[src/rtl/multi_exchange_parser.sv]
// Framed multi-exchange price parser: HEADER, payload, [checksum], FOOTER -> atomic price publish.
// Optional checksum byte support is enabled by defining CHECKSUM_EN.
module multi_exchange_parser #(
    parameter int unsigned NUM_EXCH       = 2,
    parameter int unsigned PRICE_BYTES    = 2,
    parameter logic [7:0]  HEADER         = 8'hAA,
    parameter logic [7:0]  FOOTER         = 8'h55,
    parameter int unsigned TIMEOUT_CYCLES = 50000
) (
    input  logic                              clk,
    input  logic                              rst,
    input  logic [7:0]                        rx_data,
    input  logic                              rx_valid,
    output logic [NUM_EXCH*PRICE_BYTES*8-1:0] prices,
    output logic                              packet_valid,
    output logic                              frame_error,
    output logic [1:0]                        err_code,
    output logic [15:0]                       error_count
);

    localparam int unsigned TOTAL = NUM_EXCH * PRICE_BYTES;
    localparam int unsigned PW    = TOTAL * 8;
    localparam int unsigned CNT_W = $clog2(TOTAL + 1);
    localparam int unsigned TMR_W = $clog2(TIMEOUT_CYCLES + 1);

`ifdef CHECKSUM_EN
    typedef enum logic [1:0] {S_IDLE, S_PAYLOAD, S_CHECK, S_FOOTER} state_t;
`else
    typedef enum logic [1:0] {S_IDLE, S_PAYLOAD, S_FOOTER} state_t;
`endif

    state_t            state_q, state_d;
    logic [CNT_W-1:0]  cnt_q, cnt_d;
    logic [TMR_W-1:0]  timer_q, timer_d;
    logic [7:0]        shadow [TOTAL];
    logic              shadow_we;
    logic [PW-1:0]     shadow_flat;
    logic [PW-1:0]     prices_d;
    logic              packet_valid_d, frame_error_d;
    logic [1:0]        err_code_d;
    logic [15:0]       error_count_d;
    logic              err;
    logic [1:0]        err_cause;
`ifdef CHECKSUM_EN
    logic [7:0]        csum_q, csum_d;
`endif

    // Rearrange byte-ordered shadow into the exchange-major, MSB-first price bus.
    always_comb begin
        shadow_flat = '0;
        for (int i = 0; i < TOTAL; i++) begin
            shadow_flat[((i / PRICE_BYTES) * PRICE_BYTES + (PRICE_BYTES - 1 - (i % PRICE_BYTES))) * 8 +: 8] = shadow[i];
        end
    end

    always_comb begin
        state_d        = state_q;
        cnt_d          = cnt_q;
        timer_d        = timer_q;
        prices_d       = prices;
        packet_valid_d = 1'b0;
        frame_error_d  = 1'b0;
        err_code_d     = err_code;
        error_count_d  = error_count;
        shadow_we      = 1'b0;
        err            = 1'b0;
        err_cause      = 2'd0;
`ifdef CHECKSUM_EN
        csum_d         = csum_q;
`endif

        if (state_q == S_IDLE) begin
            if (rx_valid && rx_data == HEADER) begin
                state_d = S_PAYLOAD;
                cnt_d   = '0;
                timer_d = '0;
`ifdef CHECKSUM_EN
                csum_d  = 8'h00;
`endif
            end
        end else if (rx_valid) begin
            // A byte arriving on the limit cycle is accepted and restarts the timer.
            timer_d = '0;
            case (state_q)
                S_PAYLOAD: begin
                    shadow_we = 1'b1;
                    cnt_d     = cnt_q + CNT_W'(1);
`ifdef CHECKSUM_EN
                    csum_d    = csum_q ^ rx_data;
                    if (cnt_q == CNT_W'(TOTAL - 1)) state_d = S_CHECK;
`else
                    if (cnt_q == CNT_W'(TOTAL - 1)) state_d = S_FOOTER;
`endif
                end
`ifdef CHECKSUM_EN
                S_CHECK: begin
                    if (rx_data == csum_q) begin
                        state_d = S_FOOTER;
                    end else begin
                        err       = 1'b1;
                        err_cause = 2'd3;
                    end
                end
`endif
                S_FOOTER: begin
                    if (rx_data == FOOTER) begin
                        prices_d       = shadow_flat;
                        packet_valid_d = 1'b1;
                        state_d        = S_IDLE;
                    end else begin
                        err       = 1'b1;
                        err_cause = 2'd1;
                    end
                end
                default: state_d = S_IDLE;
            endcase
        end else if (timer_q == TMR_W'(TIMEOUT_CYCLES - 1)) begin
            err       = 1'b1;
            err_cause = 2'd2;
        end else begin
            timer_d = timer_q + TMR_W'(1);
        end

        if (err) begin
            state_d       = S_IDLE;
            timer_d       = '0;
            frame_error_d = 1'b1;
            err_code_d    = err_cause;
            if (error_count != 16'hFFFF) error_count_d = error_count + 16'd1;
        end
    end

    always_ff @(posedge clk) begin
        if (rst) begin
            state_q      <= S_IDLE;
            cnt_q        <= '0;
            timer_q      <= '0;
            prices       <= '0;
            packet_valid <= 1'b0;
            frame_error  <= 1'b0;
            err_code     <= 2'd0;
            error_count  <= 16'd0;
`ifdef CHECKSUM_EN
            csum_q       <= 8'h00;
`endif
        end else begin
            state_q      <= state_d;
            cnt_q        <= cnt_d;
            timer_q      <= timer_d;
            prices       <= prices_d;
            packet_valid <= packet_valid_d;
            frame_error  <= frame_error_d;
            err_code     <= err_code_d;
            error_count  <= error_count_d;
`ifdef CHECKSUM_EN
            csum_q       <= csum_d;
`endif
        end
    end

    // Shadow buffer holds the in-flight payload; only published on a good footer.
    always_ff @(posedge clk) begin
        for (int i = 0; i < TOTAL; i++) begin
            if (shadow_we && cnt_q == CNT_W'(i)) shadow[i] <= rx_data;
        end
    end

endmodule

[config.mk]
export PLATFORM = sky130hd
export DESIGN_NAME = multi_exchange_parser
export DESIGN_NICKNAME = d
export VERILOG_FILES = /design/src/rtl/multi_exchange_parser.sv
export SDC_FILE = /design/constraint.sdc
export NUM_CORES = 1
export LEC_CHECK = 0
export CAP_MARGIN = 25
export CORE_MARGIN = 2
export CORE_UTILIZATION = 50
export CTS_CLUSTER_DIAMETER = 120
export DETAILED_ROUTE_END_ITERATION = 8
export PLACE_DENSITY_LB_ADDON = 0.08
export SETUP_SLACK_MARGIN = 0.2
export SLEW_MARGIN = 40
export SYNTH_ARGS = -nofsm -noshare
export SYNTH_HDL_FRONTEND = slang
export SYNTH_SLANG_ARGS = --single-unit
[constraint.sdc]
create_clock -name clk -period 3.4 [get_ports clk]
set_clock_uncertainty 0.15 [all_clocks]
set_input_delay 0.68 -clock clk [delete_from_list [all_inputs] [get_ports clk]]
set_output_delay 0.68 -clock clk [all_outputs]
set_load 0.03 [all_outputs]
## Word level (Yosys, flattened, before mapping)

Memories as Yosys holds them, arrays and structs flattened. A register that Yosys moved wholly into a read port is not among the register bits.
Cells that the tools add are included.

- Shift-type cells: 0
- Reductions and logical operators: 19
- Multiply operators: 0
- Eq/ne operators: 13
- Mux-type cells: 46
- Magnitude comparators: 0
- Add/sub/neg operators: 3
- Div/mod/pow operators: 0
- Bitwise gates (word level): 3

Operators with widths:

| kind | number |
|---|---|
| $mux W16 | 4 |
| $add A16 B1 Y16 const B | 2 |
| $mux W8 | 3 |
| $reduce_or A8 Y1 | 3 |
| $mux W1 | 23 |
| $mux W2 | 11 |
| $eq A16 B16 Y1 const B | 1 |
| $ne A16 B16 Y1 const B | 1 |
| $mux W3 | 4 |
| $ne A3 B3 Y1 const B | 3 |
| $eq A8 B7 Y1 const B | 1 |
| $eq A8 B8 Y1 const B | 1 |
| $reduce_and A4 Y1 | 2 |
| $eq A3 B2 Y1 const B | 2 |
| $logic_and A1 B1 Y1 | 5 |
| $pmux W2 S2 | 1 |
| $reduce_and A2 Y1 | 2 |
| $reduce_bool A2 Y1 | 2 |
| $reduce_or A4 Y1 | 1 |
| $add A3 B1 Y3 const B | 1 |
| $eq A3 B1 Y1 const B | 1 |
| $logic_not A3 Y1 | 1 |
| $not A1 Y1 | 3 |
| $reduce_and A3 Y1 | 1 |
| other kinds (5) | 5 |

- Bits of input ports: 11
- Latch bits: 0
- Flip-flop bits (word level): 41
- Memories kept: 1
- RAM bits: 32
- Bits in read-only memories: 0

Memories:

| memory | depth | width | rd ports | clocked after memory_dff | write ports | line | text |
|---|---|---|---|---|---|---|---|
| shadow | 4 | 8 | 4 | 4 | 1 | 35 | `logic [7:0] shadow [TOTAL];` |

## Depth between registers and ports, before layout

- Depth in word-level cells: 11
- Gate-level depth with buffers: 9

## Worst setup path after synthesis

Ideal clock, no wire load.

- Kind: input port to flip-flop
- From: in rx_data[1]
- To: reg timer_q[10]
- Path buffers: 2
- Setup time: 0.070 ns
- Data arrival time: 2.076 ns
- Slack: 1.104 ns
- Stages: 7
- Cells stage by stage: or4bb_4 o21a_1 a21oi_4 buf_6 buf_8 nand3b_4 a21oi_1

- Cells in the longest elaborated chain, start to end: 6
- Elaborated cells between the ends (all ways): 10

Ends and longest elaborated chain:

| what | line | text |
|---|---|---|
| start, declared | 12 | `input logic [7:0] rx_data,` |
| $eq A8 B7 Y1 | 106 | `if (rx_data == FOOTER) begin` |
| $mux W1 | 106 |  |
| $mux W1 | 84 | `case (state_q)` |
| $mux W1 | 81 | `end else if (rx_valid) begin` |
| $mux W1 | 72 | `if (state_q == S_IDLE) begin` |
| $reduce_or A2 Y1 (no source line) | n/a |  |
| end signal, assigned | 149 | `timer_q <= timer_d;` |
| end, declared | 34 | `logic [TMR_W-1:0] timer_q, timer_d;` |

Several ways; a longest one is shown, not always the timed one.
A chain may end at the register's enable or synchronous reset.

## Worst setup path in the final report

- From: in rx_data[3]
- To: reg timer_q[15]

Same word-level chain as after synthesis.

==> out/results.txt <==
status: completed
die footprint: 9410 sq um
Leakage Power: 1.68 nW
R2R cell count: 7
Area Growth Syn to Fin: 21.6%
Starting Density: 52.1%
crit-path leading delay family: simple AND/OR/NAND/NOR gates
gpl congestion: 0.809
clock power share: 36.2%
CTS root buf: clkbuf_8
CP Capture Type: flip-flop
post-CTS setup buffer count: 0
hold depth: 2
CP peak stage delay: 0.64 ns
cells after synthesis: 437
Tmin final: 2.76 ns
Row Count: 33
hold path start: prices[8]
Port Buffer Count: 62
switching share of power: 22.3%
final worst path period share: 81.3%
Setup CP Type: input port to flip-flop
syn_nets: 455
layout cells sized above 1: 8.71%
CTS tree: done
Die X: 97.0 um
Vert. Die Dim: 97.0 um
Reg2Reg Launch Point: timer_q[0]
Clock Sinks: 105
Synth cell types: 55
Buf/Inv on CP: 1
antenna violations before repair: 0
first-pass GRT wire length: 15,100 um
Comb pwr share: 2.3%
Hold Path End: prices[8]
CTS Hold Buffers Added: 0
syn_area_per_cell: 9.89 sq um
initial drt markers: 110
CTS max path bufs: 2
Worst Max-Slew Pin Slew: 0.720 ns
setup slack, reg-to-reg: 0.97 ns
Worst Path Max Fanout: 11
synthesis-stage register bit count: 105
core area: 8300 sq um
Via Count: 3,392
maxcap violations: 0
Slew Viols, Final: 0
predominant post-synthesis flop cell: dfxtp_1
final WL: 8940 um
CP arrival: 2.91 ns
total global routing track utilization: 19.5%
reg2reg end: error_count[8]
DRT Pass-1 Iters: 4
slew margin rel.: 51.7%
Post-CTS Resized: 0
Internal: 1.62 mW
pre-CTS WS: 0.287 ns
vias in the first global route: 3,120
Worst Setup Start Kind: input port
Vias/cell: 5.56
HP Class: flip-flop to flip-flop
CP required: 3.55 ns
sequential share of power: 61.6%
placed insts: 595
mapped cell area: 4320 sq um
Final #Nets: 519
most common cell after layout, fill and taps aside: nand2_1
most frequent cells in the layout: 81 x nand2_1, 73 x dfxtp_1, 61 x clkdlybuf4s50_1
setup violators final: 0
ANT nets after route: 0
Worst VDD drop: 0.175 mV
H-tree depth: 3
# fillers: 720
PD cells: 398 nW/um^2
Syn. warnings: 0
Final Hold Viols: 0
largest net degree at the start of global routing: 37
wire per inst: 14.7 um
Max Clock Freq: 362 MHz
NetSw: 0.467 mW
unrepaired setup endpoints after global routing: false
post-route insts no fill: 610
Area contributors post-synth: dfxtp_1 34%, edfxtp_1 22%, nand2_1 7.0%, a21oi_1 6.9%, ha_1 2.0%
clock slew at reported path FFs: 0.10 ns
top cell type's share of synthesized area: 33.8%
IO Pins: 63
ys async rst share: 0%
Final TNS setup: 0 ns
post-synth top area cell: dfxtp_1
Post-synth EDFFs: 32
slowest CP cell: clkdlybuf4s50_1
residual DRC count: 0
worst path cell trace: clkdlybuf4s50_1 > nand4bb_1 > o31ai_2 > o21ai_1 > or4_1 > a21oi_1
Ant. Diodes: 0
DP Wirelength: 6280 um
grt ovf: 0
Worst-Skew Late Latency: 0.37 ns
Setup WS post-layout: 0.636 ns
part of the Yosys area used for sequential elements: 56.0%
TritonCTS buffer count: 9
[worst max path at each step]
stage / start / endpoint / slack [ns] / cells past startpoint
after detailed placement: rx_data[5] / timer_q[12] / 0.29 / 6
after CTS: rx_data[3] / timer_q[15] / 0.65 / 6
after global routing: rx_data[3] / timer_q[15] / 0.43 / 6
after floorplan: rx_data[1] / timer_q[10] / 1.10 / 7
after global placement: rx_data[4] / timer_q[12] / 0.32 / 6
final: rx_data[3] / timer_q[15] / 0.64 / 6
[logic make-up after synthesis]
group	after synthesis	share of synthesized area, %
muxes	4	0.984
AOI/OAI and AO/OA	102	13.6
and+or+nand+nor	189	23.1
buffers and inverters	27	3.59
xor gates and xnor gates	3	0.608
adders and majority gates	7	2.03
DFF	105	56.0
[synth_stat cells, types with 4 or more instances]
cell type  count
edfxtp_1      32
ha_1           7
or3_1          8
and2_1         5
and4_1         4
nand3_1       13
nand2b_1       4
o31ai_1       11
nor2_1        22
a21oi_1       60
o21ai_0       15
nor3_1         5
or4_1         11
and3_1         4
inv_1          5
nand2_1       81
clkbuf_1       9
buf_2          7
dfxtp_1       73
nand4_1        6
[flip-flops by register name, indices dropped and copies added, names as in the netlist]
register      cells
prices           32
shadow           32
error_count      16
timer_q          16
cnt_q             3
err_code          2
state_q           2
frame_error       1
packet_valid      1
[stage by stage]
step | power (mW) | instance area (sq um) | hold WS (ns) | utilization, %
after floorplan | 1.34 | 4320 | 0.298 | -
after global placement | 1.36 | 5060 | 0.292 | 61.0
after detailed placement | 1.36 | 5060 | 0.297 | 61.0
after CTS | 2.11 | 5260 | 0.310 | 63.3
after global routing | 2.16 | 5260 | 0.328 | 63.3
final | 2.09 | 5260 | 0.308 | 63.3
[final cells by class]
| cell class | instances | area [sq um] | share of cell area (%) |
|---|---|---|---|
| well taps | 105 | 131 | 2.50 |
| inverters | 5 | 18.8 | 0.357 |
| repair buffers | 75 | 738 | 14.0 |
| clock buffers | 10 | 149 | 2.83 |
| clock inverters | 5 | 46.3 | 0.881 |
| multi-input cells | 305 | 1750 | 33.3 |
| flip-flops and latches | 105 | 2420 | 46.1 |
[power by group through the flow]
stage / Combinational (mW) / Clock [mW] / Sequential, mW
2_1_floorplan: 0.0189 / 0 / 1.32
3_3_place_gp: 0.0476 / 0 / 1.32
3_5_place_dp: 0.0481 / 0 / 1.32
4_1_cts: 0.0482 / 0.772 / 1.29
5_1_grt: 0.0523 / 0.823 / 1.29
6_report: 0.0474 / 0.757 / 1.29
[tightest hold or removal path: cells and delay by family, from the launching register on]
family	cells	cell delay [ns]
flip-flops	1	0.32
AND/OR/NAND/NOR	1	0.05
AO/OA/AOI/OAI	1	0.05
[routing by layer]
metal,share of wire (%),routed length (um),track usage [%],vias to the layer above
li1,-,-,-,1708
met4,1.8,159,7.58,0
met1,47,4180,26.3,1596
met3,3.6,324,2.96,13
met5,0,0,0,-
met2,48,4270,31.6,75
No activity file was read; power rests on OpenSTA's default activity.
